## config.mk

```make
export PLATFORM = sky130hd
export DESIGN_NAME = note_sample_player
export DESIGN_NICKNAME = d
export VERILOG_FILES = /design/src/rtl/note_sample_player.sv
export SDC_FILE = /design/constraint.sdc
export NUM_CORES = 1
export LEC_CHECK = 0
export BUFFER_PORTS_ARGS = -buffer_cell sky130_fd_sc_hd__buf_4
export CORE_MARGIN = 2
export CORE_UTILIZATION = 60
export CTS_BUF_LIST = sky130_fd_sc_hd__clkbuf_8
export CTS_CLUSTER_DIAMETER = 200
export DETAILED_ROUTE_END_ITERATION = 8
export PLACE_DENSITY = 0.95
export SLEW_MARGIN = 40
export SYNTH_ARGS = -nofsm -noshare
export SYNTH_HDL_FRONTEND = slang
export SYNTH_SLANG_ARGS = --single-unit
```

## constraint.sdc

```tcl
create_clock -name CLOCK_50 -period 10.2 [get_ports CLOCK_50]
set_input_delay 0.51 -clock CLOCK_50 [delete_from_list [all_inputs] [get_ports CLOCK_50]]
set_output_delay 0.51 -clock CLOCK_50 [all_outputs]
set_load 0.01 [all_outputs]
```

## src/rtl/note_sample_player.sv

```systemverilog
// note_sample_player: loops a sampled note out of a ROM into the audio
// controller FIFO. Each sample is fetched, scaled by an attack/release
// envelope gain (0..16 in 1/16 steps) and pushed once the FIFO has room.
module note_sample_player #(
   parameter int ADDR_W    = 14,
   parameter int LAST_ADDR = 16383,
   parameter int RAMP_DIV  = 64
) (
   input  logic              CLOCK_50,
   input  logic              reset,
   input  logic              play,
   output logic [ADDR_W-1:0] rom_addr,
   input  logic [9:0]        rom_q,
   input  logic              audio_out_allowed,
   output logic              write_audio_out,
   output logic [31:0]       left_channel_audio_out,
   output logic [31:0]       right_channel_audio_out,
   output logic              busy
);

   localparam logic [ADDR_W-1:0] ADDR_LAST = ADDR_W'(LAST_ADDR);
   localparam logic [ADDR_W-1:0] ADDR_ONE  = ADDR_W'(1);
   localparam logic [7:0]        RAMP_LAST = 8'(RAMP_DIV - 1);
   localparam logic [4:0]        GAIN_MAX  = 5'd16;

   typedef enum logic [1:0] {
      S_IDLE  = 2'd0,
      S_FETCH = 2'd1,
      S_LOAD  = 2'd2,
      S_PUSH  = 2'd3
   } state_t;

   state_t            state_q, state_d;
   logic [ADDR_W-1:0] addr_q, addr_d;
   logic [4:0]        gain_q, gain_d;
   logic [7:0]        ramp_q, ramp_d;
   logic [9:0]        sample_q, sample_d;

   logic signed [14:0] sample_ext;
   logic signed [14:0] gain_ext;
   logic signed [14:0] product;
   logic [9:0]         scaled;
   logic               unused_product_bits;
   logic [4:0]         gain_step;

   // Scale the incoming sample by the current gain; >>>4 keeps gain 16 at unity.
   always_comb begin
      sample_ext          = {{5{rom_q[9]}}, rom_q};
      gain_ext            = {10'd0, gain_q};
      product             = sample_ext * gain_ext;
      scaled              = product[13:4];
      unused_product_bits = ^{product[14], product[3:0]};
   end

   // Envelope gain one ramp step on: rise toward 16 while held, decay toward 0 on release.
   always_comb begin
      gain_step = gain_q;
      if (play) begin
         if (gain_q != GAIN_MAX) gain_step = gain_q + 5'd1;
      end else begin
         if (gain_q != 5'd0) gain_step = gain_q - 5'd1;
      end
   end

   // State and datapath registers; reset wins over any pending push.
   always_ff @(posedge CLOCK_50) begin
      if (reset) begin
         state_q  <= S_IDLE;
         addr_q   <= '0;
         gain_q   <= '0;
         ramp_q   <= '0;
         sample_q <= '0;
      end else begin
         state_q  <= state_d;
         addr_q   <= addr_d;
         gain_q   <= gain_d;
         ramp_q   <= ramp_d;
         sample_q <= sample_d;
      end
   end

   // Next-state and datapath update: fetch, load/scale, then wait for FIFO room.
   always_comb begin
      state_d  = state_q;
      addr_d   = addr_q;
      gain_d   = gain_q;
      ramp_d   = ramp_q;
      sample_d = sample_q;
      case (state_q)
         S_IDLE: begin
            addr_d   = '0;
            gain_d   = '0;
            ramp_d   = '0;
            sample_d = '0;
            if (play) state_d = S_FETCH;
         end
         S_FETCH: begin
            state_d = S_LOAD;
         end
         S_LOAD: begin
            sample_d = scaled;
            state_d  = S_PUSH;
         end
         S_PUSH: begin
            if (audio_out_allowed) begin
               addr_d = (addr_q == ADDR_LAST) ? '0 : addr_q + ADDR_ONE;
               if (ramp_q == RAMP_LAST) begin
                  ramp_d = '0;
                  gain_d = gain_step;
               end else begin
                  ramp_d = ramp_q + 8'd1;
               end
               state_d = S_FETCH;
               // Release finished: park at sample 0 so the next note starts clean.
               if (!play && (gain_d == 5'd0)) begin
                  state_d = S_IDLE;
                  addr_d  = '0;
                  ramp_d  = '0;
                  gain_d  = '0;
               end
            end
         end
         default: begin
            state_d = S_IDLE;
         end
      endcase
   end

   // Outputs: strobe only in PUSH with FIFO room, never while reset is asserted.
   always_comb begin
      write_audio_out         = (state_q == S_PUSH) && audio_out_allowed && !reset;
      busy                    = (state_q != S_IDLE);
      rom_addr                = addr_q;
      left_channel_audio_out  = {sample_q, 22'd0};
      right_channel_audio_out = {sample_q, 22'd0};
   end

endmodule

```

=== Word-level counts from Yosys, hierarchy flattened ===
Cells that the tools add are included.

* Bits of input ports: 14
* Flip-flop bits (word level): 39
* Logic and storage cells: 53

* Reductions and logical operators: 13
* Equality and inequality tests: 8
* $add $sub $neg: 4
* Multiply operators: 1
* Muxes and demuxes: 22

{| class="wikitable"
|+ Operators with widths
! cell !! number
|-
| 2-to-1 mux 14 bit || 3
|-
| 2-to-1 mux 5 bit || 8
|-
| one-hot mux 14 bit (2 select lines) || 1
|-
| 2-to-1 mux 8 bit || 3
|-
| one-hot mux 10 bit (2 select lines) || 1
|-
| one-hot mux 8 bit (2 select lines) || 1
|-
| adder 14 x 1 -> 14 bit (second input constant) || 1
|-
| == test 14 bit (second input constant) || 1
|-
| multiplier 10 x 6 -> 14 bit || 1
|-
| one-hot mux 5 bit (2 select lines) || 1
|-
| adder 8 x 1 -> 8 bit (second input constant) || 1
|-
| == test 8 x 6 -> 1 bit (second input constant) || 1
|-
| one-hot mux 2 bit (4 select lines) || 1
|-
| nonzero test 2 bit || 3
|-
| adder 5 x 1 -> 5 bit (second input constant) || 1
|-
| zero test 5 bit || 1
|-
| != test 5 bit (second input constant) || 1
|-
| nonzero test 5 bit || 1
|-
| subtractor 5 x 1 -> 5 bit (second input constant) || 1
|-
| == test 2 bit (second input constant) || 2
|-
| 2-to-1 mux 2 bit || 2
|-
| != test 2 bit (second input constant) || 2
|-
| AND reduction 2 bit || 2
|-
| logical AND 1 bit || 3
|-
| 4 further kinds || 5
|}

=== Depth between registers and ports, before layout ===
* Depth after elaboration: 11
* Gate-level depth with buffers: 16
* Gate-level depth less buffers: 14

=== Least setup slack after synthesis ===
No wires, ideal clock.

* Path type: reg2reg
* Start: reg gain_q[2]
* End: reg sample_q[8]
* Required time: 10,078 ps
* Cell stages (with the launch flop): 17
* Setup slack: 6,240 ps
* Arrival: 3,838 ps
* Period minus slack after synthesis: 3,960 ps
* Buffers on the path: 2
* Cell sequence: dfxtp_1 > buf_4 > clkbuf_1 > and2_1 > fa_1 > inv_1 > fa_1 > fa_1 > inv_1 > ha_1 > or3_1 > o21ai_0 > or3_1 > nand3_1 > o211ai_1 > and4_1 > a311o_1

* Word-level cells in the longest chain between the ends: 2

{| class="wikitable"
|+ RTL lines
! element !! RTL line !! source
|-
| start: declaration || 35 || <nowiki>logic [4:0] gain_q, gain_d;</nowiki>
|-
| start signal: assignment || 76 || <nowiki>gain_q <= gain_d;</nowiki>
|-
| multiplier 10 x 6 -> 14 bit || 50 || <nowiki>product = sample_ext * gain_ext;</nowiki>
|-
| one-hot mux 10 bit (2 select lines) || 89 || <nowiki>case (state_q)</nowiki>
|-
| end signal: assignment || 78 || <nowiki>sample_q <= sample_d;</nowiki>
|-
| end: declaration || 37 || <nowiki>logic [9:0] sample_q, sample_d;</nowiki>
|}

Every way passes these cells.
A chain may end at the register's enable or synchronous reset.

=== Worst setup path after layout ===
* Start: reg gain_q[2]
* End: reg sample_q[9]

The elaborated chain is that of the path after synthesis.

==> flow_metrics.tcl <==
set metrics [dict create \
    ios 94 \
    p_leak_nw 2.20 \
    grt_max_degree 24 \
    wl_um 9400 \
    routed_via_density 5.63 \
    cts_root_buf "clkbuf_8" \
    slew-limit-headroom 0.506 \
    syn_to_final_growth_pct 6.42 \
    die_h_um 88.9 \
    ys_ff_latch 39 \
    cp-end-kind "register" \
    cts_tree "done" \
    synth_ff_type "dfxtp_1" \
    postRouteAntennaNets 0 \
    cp.depth 14 \
    gp_congestion 0.910 \
    cts_buffers 5 \
    drv_cap 0 \
    path_common_cell "fa_1" \
    critPathMaxStageDelay_ps 800 \
    synthCells 540 \
    synth_cell_type_count 63 \
    dieArea_sq_um 7910 \
    avgSynthCellArea_sq_um 8.01 \
    p_per_area_nw_per_um2 90.3 \
    crit_slowest_cell "dfxtp_1" \
    rows 30 \
    slew_viol_final 0 \
    post_cts_resized 0 \
    cts-htree-levels 2 \
    post_dp_cell_area_sq_um 4490 \
    wl_per_cell_um 14.2 \
    crit_path_end "sample_q[9]$_SDFFE_PP0P_" \
    worst_ep_required_time_ps 10400 \
    crit_fanout 21 \
    crit_path_start "gain_q[2]$_SDFFE_PP0P_" \
    path_cells "and2_1 -> fa_1 -> inv_1 -> fa_1 -> fa_1 -> inv_1 -> ha_1 -> a21o_1 -> a211oi_1 -> o21ai_0 -> a41oi_1 -> xnor2_1 -> a21oi_1 -> nor2_1" \
    drc 0 \
    dr.first_iter.drc_count 287 \
    worst_slew_pin_slew_ps 740 \
    rsz0062_at_grt "false" \
    hp-start "ramp_q[1]$_SDFFE_PP0P_" \
    clk_pin_slew_ps 80 \
    clock_path_buffers 2 \
    vias 3736 \
    rr_endpoint "sample_q[9]$_SDFFE_PP0P_" \
    synth_warnings 0 \
    overflow 0 \
    grt_pass1_vias 3575 \
    crit_family "adder cells" \
    netlist_area_sq_um 4330 \
    synth_seq_area_share 0.180 \
    async_reset_ff_frac 0 \
    nets 637 \
    finalSetupTns_ps 0 \
    first_pass_iters 5 \
    final.period_utilization 0.422 \
    r2r_setup_slack_ps 5890 \
    fmax_mhz 232 \
    start_util 0.630 \
    antenna_cells 0 \
    path_class "register to register" \
    grt_pass1_wl_um 15600 \
    holdCritPathClass "register to register" \
    fin_area_sq_um 4600 \
    hold_depth 2 \
    cts_num_sinks 39 \
    die_w_um 88.9 \
    r2r-start "gain_q[2]$_SDFFE_PP0P_" \
    cts_setup_buffers 0 \
    synth-edff-count 0 \
    min_period_ps 4310 \
    arrival_ps 4510 \
    port_buffers 49 \
    cts_hold_buf 0 \
    clk_latency_ps 310 \
    r2r_cells 14 \
    hold_violations 0 \
    grt_antenna_before_repair 0 \
    outcome "completed" \
    ir_worst_vdd_uv 96.5 \
    core-area_sq_um 6870 \
    fin_worst_skew_ps 8.77 \
    grt.total_usage 0.247 \
    start_kind "register" \
    setup_viol 0 \
    cp_num_buf_inv 2 \
    drive_gt1_frac 0.125 \
    dp_hpwl_um 7240 \
]
==> power breakdown <==
group / total (W) / internal, W / switching, W
logic: 0.000118 / 0.0000340 / 0.0000843
clock network: 0.000137 / 0.0000792 / 0.0000579
registers: 0.000160 / 0.000156 / 0.00000415
total: 0.000416 / 0.000269 / 0.000146
==> cell families after synthesis <==
kind of cell             share of synthesized area
multiplexers                               0.00463
XOR/XNOR                                    0.0344
AND/OR/NAND/NOR                              0.258
buffers and inverters                        0.171
AO/OA/AOI/OAI                                0.137
other                                     0.000867
adder cells (fa/ha/maj)                      0.213
flip-flops                                   0.180
==> routing by layer <==
layer / vias up / GRT usage / part of all wire
li1: 1778 / - / -
met1: 1776 / 0.303 / 0.41
met2: 167 / 0.446 / 0.51
met3: 15 / 0.0369 / 0.067
met4: 0 / 0.0785 / 0.013
met5: - / 0 / 0
==> worst register-to-register path: stages (launching register included) <==
cell and delay [ps]:
dfxtp_1 800, and2_1 260, fa_1 390, inv_1 80, fa_1 440, fa_1 540
inv_1 40, ha_1 330, a21o_1 200, a211oi_1 300, o21ai_0 210, a41oi_1 280
xnor2_1 120, a21oi_1 160, nor2_1 50
==> flip-flops by register name, indices dropped and copies added, names as in the netlist <==
register	cells
state_q	2
sample_q	10
rom_addr	14
gain_q	5
ramp_q	8
==> worst min path at each step <==
| stage | endpoint | slack, ps |
|---|---|---|
| after floorplan | ramp_q[1]$_SDFFE_PP0P_ | 450 |
| after global placement | ramp_q[1]$_SDFFE_PP0P_ | 460 |
| after detailed placement | ramp_q[1]$_SDFFE_PP0P_ | 480 |
| after CTS | ramp_q[1]$_SDFFE_PP0P_ | 490 |
| after global routing | ramp_q[1]$_SDFFE_PP0P_ | 540 |
| final | ramp_q[1]$_SDFFE_PP0P_ | 490 |
==> placed cells by master, fill, tap and decap left out, types with 18 or more instances in the layout <==
cell type	n
fa_1	28
conb_1	44
nor2_1	28
dfxtp_1	39
a21oi_1	23
ha_1	29
nand3_1	19
o21ai_0	20
nor3_1	18
nand2_1	41
inv_1	65
buf_4	50
and2_1	42
==> synth_stat cells (2+ instances only) <==
cell	number	area share
fa_1	28	0.13
a21oi_1	23	0.027
nor4b_1	4	0.0081
dfxtp_1	39	0.18
and4_1	6	0.012
ha_1	29	0.084
o22ai_1	3	0.0043
nand2_1	41	0.036
or2_2	3	0.0043
a41o_1	2	0.0046
o21bai_1	2	0.0035
o21ai_0	20	0.023
or3_1	4	0.0058
a21o_1	3	0.0052
and3_1	6	0.0087
nand3b_1	2	0.0035
clkbuf_1	14	0.012
nand4_1	7	0.010
buf_4	55	0.095
buf_2	4	0.0046
and2_1	42	0.061
a22o_1	4	0.0081
inv_1	65	0.056
a31oi_1	2	0.0029
nor3_1	18	0.021
o2111ai_1	2	0.0040
a41oi_1	2	0.0040
nor2b_1	2	0.0029
nor2_1	28	0.024
xnor2_1	11	0.022
mux2i_1	2	0.0046
a311oi_1	2	0.0040
xor2_1	6	0.012
o21a_1	3	0.0052
nor3b_1	10	0.017
nand3_1	19	0.022
==> cell type report <==
cell class / instances / area, sq um
flip-flops and latches: 39 / 781
repair buffers: 50 / 375
multi-input cells: 405 / 2970
clock inverters: 2 / 35.0
clock buffers: 6 / 82.6
well taps: 96 / 120
fillers: 541 / 2260
inverters: 65 / 244
==> metrics by stage <==
step,total power (W),hold WS [ps],utilization,setup slack [ps],cells
6_report,0.000416,493,0.670,5890,663
2_1_floorplan,0.000258,449,-,6240,583
5_1_grt,0.000435,542,0.670,5630,663
3_5_place_dp,0.000278,480,0.653,5920,655
3_3_place_gp,0.000272,459,0.653,6100,655
4_1_cts,0.000414,490,0.670,5890,663
Note: power is estimated with default switching activity, not from simulation.
